`config.mk`:
```
export PLATFORM = sky130hd
export DESIGN_NAME = demux4_router
export DESIGN_NICKNAME = d
export VERILOG_FILES = /design/src/rtl/demux4_router.sv
export SDC_FILE = /design/constraint.sdc
export NUM_CORES = 1
export LEC_CHECK = 0
export CAP_MARGIN = 20
export CELL_PAD_IN_SITES_DETAIL_PLACEMENT = 1
export CELL_PAD_IN_SITES_GLOBAL_PLACEMENT = 2
export CORE_AREA = 3 3 143 145
export CTS_CLUSTER_SIZE = 20
export DETAILED_ROUTE_END_ITERATION = 16
export DIE_AREA = 0 0 146 148
export PLACE_DENSITY = 0.8
export SLEW_MARGIN = 20
export SYNTH_ARGS = -nofsm -noshare
export SYNTH_HDL_FRONTEND = slang
export SYNTH_SLANG_ARGS = --single-unit
```
`constraint.sdc`:
```
create_clock -name clk -period 3.25 [get_ports clk]
set_input_delay 0.325 -clock clk [delete_from_list [all_inputs] [get_ports clk]]
set_output_delay 0.325 -clock clk [all_outputs]
set_load 0.1 [all_outputs]
```
`src/rtl/demux4_router.sv`:
```
// Registered 1-to-4 demultiplexer. Each channel has a single-entry buffer with a valid/ready
// handshake, so a stalled consumer only blocks words routed to its own channel.
module demux4_router #(
  parameter int unsigned WIDTH = 32
) (
  input  logic             clk,
  input  logic             reset,
  input  logic             in_valid,
  output logic             in_ready,
  input  logic [WIDTH-1:0] in_data,
  input  logic             s0,
  input  logic             s1,
  output logic [3:0]       out_valid,
  input  logic [3:0]       out_ready,
  output logic [WIDTH-1:0] out_data0,
  output logic [WIDTH-1:0] out_data1,
  output logic [WIDTH-1:0] out_data2,
  output logic [WIDTH-1:0] out_data3,
  output logic [7:0]       acc_count
);

  logic [1:0]       sel;
  logic             acc;
  logic [3:0]       full_q, full_d;
  logic [WIDTH-1:0] buf_q [4];
  logic [WIDTH-1:0] buf_d [4];
  logic [7:0]       count_q, count_d;

  assign sel = {s1, s0};

  // A full channel can still accept when its consumer drains in the same cycle.
  assign in_ready = !full_q[sel] || out_ready[sel];
  assign acc      = in_valid && in_ready;

  always_comb begin
    full_d  = full_q;
    count_d = count_q;
    for (int k = 0; k < 4; k++) begin
      buf_d[k] = buf_q[k];
      if (acc && (sel == 2'(k))) begin
        buf_d[k]  = in_data;
        full_d[k] = 1'b1;
      end else if (full_q[k] && out_ready[k]) begin
        full_d[k] = 1'b0;
      end
    end
    if (acc) begin
      count_d = count_q + 8'd1;
    end
  end

  always_ff @(posedge clk) begin
    if (reset) begin
      full_q  <= 4'b0000;
      count_q <= 8'd0;
      for (int k = 0; k < 4; k++) begin
        buf_q[k] <= '0;
      end
    end else begin
      full_q  <= full_d;
      count_q <= count_d;
      for (int k = 0; k < 4; k++) begin
        buf_q[k] <= buf_d[k];
      end
    end
  end

  assign out_valid = full_q;
  assign out_data0 = buf_q[0];
  assign out_data1 = buf_q[1];
  assign out_data2 = buf_q[2];
  assign out_data3 = buf_q[3];
  assign acc_count = count_q;

endmodule
```
Word level (Yosys, flattened, before mapping)

Memory sizes are Yosys's and may differ from the RTL's.
Cells that the tools add are included.

Bits in registers: 12
RAM bits: 128
Bits of input ports: 41
Output and inout port bits: 141
Logic and storage cells: 54
Memories kept: 1

$add $sub $neg: 1
Order comparisons: 1
Equal/unequal tests: 3
Muxes and demuxes: 23
Bitwise gates (word level): 4
Reduce and logical (&&, ||, !) cells: 16

Memories:

| name  | words | bits a word | read ports | clocked after memory_dff | write ports | RTL line | source |
|---|---|---|---|---|---|---|---|
| buf_q | 4     | 32          | 4          | 0                        | 4           | 25       | `logic [WIDTH-1:0] buf_q [4];` |

Operator list:

| operator                                                               | number |
|---|---|
| 32-bit 2-to-1 mux                                                      | 8 |
| 1-bit 2-to-1 mux                                                       | 13 |
| 1-bit logical AND                                                      | 9 |
| 8-bit by 1-bit adder with 8-bit output (second input constant)         | 1 |
| 2-bit nonzero test                                                     | 4 |
| 1-bit binary-select mux with 2-bit select                              | 2 |
| 2-bit equality test (second input constant)                            | 2 |
| 1-bit bitwise OR                                                       | 4 |
| 2-bit by 3-bit < comparator with 1-bit output (second input constant)  | 1 |
| 2-bit by 1-bit equality test with 1-bit output (second input constant) | 1 |
| 2-bit zero test                                                        | 1 |
| 1-bit zero test                                                        | 1 |
| 1-bit logical OR                                                       | 1 |

Logic depth before layout (Yosys ltp)

Depth after elaboration: 8
Depth in mapped cells: 7
Gate-level depth less buffers: 4

Worst setup path after synthesis

OpenSTA, ideal clock, no wires.

Kind: reg2out
Start point: reg full_q[1], in the netlist out_valid[1]
End point: out in_ready
Arrival: 2.189 ns
Required time: 2.925 ns
Slack: 0.736 ns
Cell stages (with the launch flop): 5
Path buffers: 1
Cell sequence: dfxtp_1 > nor2b_1 > mux4_2 > buf_6 > inv_1

Longest elaborated chain between the ends: 4

Ends and longest elaborated chain:

| element                                   | RTL line | source |
|---|---|---|
| start, declared                           | 24       | `logic [3:0] full_q, full_d;` |
| start signal, assigned                    | 60       | `full_q <= full_d;` |
| 1-bit binary-select mux with 2-bit select | 32       | `assign in_ready = !full_q[sel] \|\| out_ready[sel];` |
| 1-bit 2-to-1 mux (not written as such)    | 32       |  |
| 1-bit zero test                           | 32       |  |
| 1-bit logical OR                          | 32       |  |
| end, declared                             | 9        | `output logic in_ready,` |

No other way between the ends. The select of a mux whose other input is x is not followed.

Final worst setup path

Start point: in s1
End point: out in_ready

Longest elaborated chain between the ends: 4
Elaborated cells on any way between the ends: 6
Classes of those cells: mux (4); reduce/logical (2)

Ends and longest elaborated chain:

| element                                   | RTL line | source |
|---|---|---|
| start, declared                           | 12       | `input logic s1,` |
| 1-bit binary-select mux with 2-bit select | 32       |  |
| 1-bit 2-to-1 mux (not written as such)    | 32       |  |
| 1-bit zero test                           | 32       |  |
| 1-bit logical OR *                        | 32       |  |

Every way passes the cells marked *; elsewhere a longest branch is shown, timed or not. The select of a mux whose other input is x is not followed.

==> metrics.yaml <==
routed-wl-met2_um: 9030
worst_slew_pin_slew_ns: 1.05
row_count: 51
antenna_found_initial: 0
grt_max_degree: 78
gp_congestion: 0.760
finalSetupViolCount: 0
firstDrtPassIters: 4
fp.dieW_um: 146
final_nets: 837
yosysTopAreaCellShare: 0.565
clk_pin_slew_ns: 0.06
slew_headroom: 0.295
rsz0062_at_grt: "false"
crit_type: "in -> out"
multi_input_area_um2: 1980
synth-edff-count: 0
path_max_fanout: 15
dp_slack_ns: 0.701
synth_ff_type: "dfxtp_1"
cts_tree: "yes"
grt_overflow_total: 0
ys_seq_area_frac: 0.565
start_util: 0.257
netSwitchingPower_w: 0.00139
p_clk_frac: 0.448
drv_slew: 0
hold_viol: 0
final_cells: 1073
viasPerCell: 4.59
cp.arrival_ns: 2.08
grt_usage: 0.172
diodes: 0
postLayoutCoreUtil: 0.395
io_buffers: 181
wl_met3_um: 1070
final_layout_size_suffix_gt1_frac: 0.0631
period_share: 0.739
outcome: "finished, final reports clean"
cts-root-buf: "clkbuf_16"
synth_common_cells: "nand2_1 (259), dfxtp_1 (140), a21oi_1 (135)"
top_layer: "met4"
slowest_delay_ns: 0.69
cts_resized: 0
syn_area_um2: 4960
met1Wirelength_um: 7980
drt_iter0_drc: 180
areaGrowthSynthToFinish_pct: 54.0
fp.dieH_um: 148
drtAntennaViolNets: 0
p_sw_frac: 0.297
min_period_ns: 2.40
dp_hpwl_um: 12300
setup_ws_ns: 0.847
io_pins: 182
cts.sinks: 140
drt-total-wl_um: 18400
cp-end-kind: "output pin"
dp_cells: 1041
clk_latency_ns: 0.43
cts_max_level: 4
wl_per_cell_um: 17.2
die-area_um2: 21600
syn-instance-count: 631
yosysMostFrequentCell: "nand2_1"
hold_path_class: "reg -> reg"
peakVddDrop_mv: 0.361
leakagePower_nw: 2.61
ys_ff_latch: 140
internal_power_w: 0.00328
grt_pass1_vias: 5280
remaining_drc_errors: 0
cts_hold_buf: 0
seq_area_um2: 2800
p_seq_frac: 0.387
core_um2: 19300
path_cells: "clkdlybuf4s50_1 > mux4_2 > inv_1 > buf_4"
cp.buffers_inverters: 3
synthArstFlopShare: 0
cp-start-kind: "input port"
finClkSkew_ns: 0.00744
p_comb_frac: 0.165
fillers: 2297
numCtsBuffers: 17
cp_slowest_cell: "mux4_2"
syn_area_per_cell_um2: 7.86
postCtsSetupBuffers: 0
yosys_warnings: 0
max_freq_ghz: 0.416
finalPower_w: 0.00466
cp_top_family: "buffers and inverters"
cts_buffer_depth: 2
yosysTopAreaCell: "dfxtp_1"
synth_area_leaders: "dfxtp_1 (56%), nand2_1 (20%), a21oi_1 (14%), clkbuf_1 (3.3%), nor2b_1 (0.88%)"
maxCapViolCount: 0
setup-tns-final_ns: 0
dr_total_vias: 4930
ff2ff_setup_slack_ns: 1.27
grt_first_pass_wirelength_um: 29200
synth_cell_types: 23
critPathRequiredTime_ns: 2.92
synth_nets: 673
powerDensity_nw_per_um2: 610
power by group through the flow:
| stage | Combinational (W) | Sequential, W | Clock [W] |
|---|---|---|---|
| after floorplan | 0.000135 | 0.00224 | 0 |
| after global placement | 0.000764 | 0.00184 | 0 |
| after detailed placement | 0.000774 | 0.00184 | 0 |
| after CTS | 0.000776 | 0.00181 | 0.00214 |
| after global routing | 0.000806 | 0.00181 | 0.00221 |
| final | 0.000769 | 0.00181 | 0.00209 |
metal layers:
layer | up-vias | global-route usage
li1 | 2371 | -
met4 | 0 | 0.0588
met5 | - | 0
met3 | 25 | 0.0601
met2 | 124 | 0.295
met1 | 2410 | 0.200
final cells by class:
class                   instances  area share
repair buffers                191       0.248
clock buffers                  21      0.0603
flip-flops and latches        140       0.367
multi-input cells             442       0.259
well taps                     265      0.0434
inverters                       3     0.00147
clock inverters                11      0.0216
placed cells by master (no fill, tap or decap), drive strengths merged:
master	instances
o21ai	5
and3	1
o31a	1
clkbuf	21
o21ba	1
nor4	2
nand2	259
clkinvlp	1
a21oi	135
dfxtp	140
mux2	2
inv	4
nand3	4
nor3b	1
mux4	1
buf	13
nor2b	7
or3	7
nand4	3
ha	1
clkdlybuf4s50	178
bufinv	4
nor3	3
clkinv	5
nor2	6
nand2b	3
registers in the layout, indices dropped and copies added, names as in the netlist:
signal     cells
buf_q        128
acc_count      8
out_valid      4
final timing paths:
path | startpoint | to | cells after the start
max | s1 | in_ready | 4
min | buf_q[0][27] | buf_q[0][27] | 2
max reg2reg | out_valid[0] | acc_count[7] | 4
min reg2reg | buf_q[0][27] | buf_q[0][27] | 2
kinds of logic after synthesis:
group	share of synthesized area
simple gates	0.238
compound gates	0.145
flops	0.565
buf+inv	0.0404
mux	0.00908
fa+ha+maj	0.00252
worst min-delay path: stages, from the launching register on:
cell     delay, ns
dfxtp_1       0.31
nand2_1       0.05
a21oi_1       0.05
through the flow:
stage,instance area [µm²],hold slack (ns)
floorplan,4960,0.461
global placement,7020,0.442
detailed placement,7020,0.446
CTS,7640,0.455
global route,7640,0.469
finish,7640,0.453
Power figures use the tool's default switching activity.
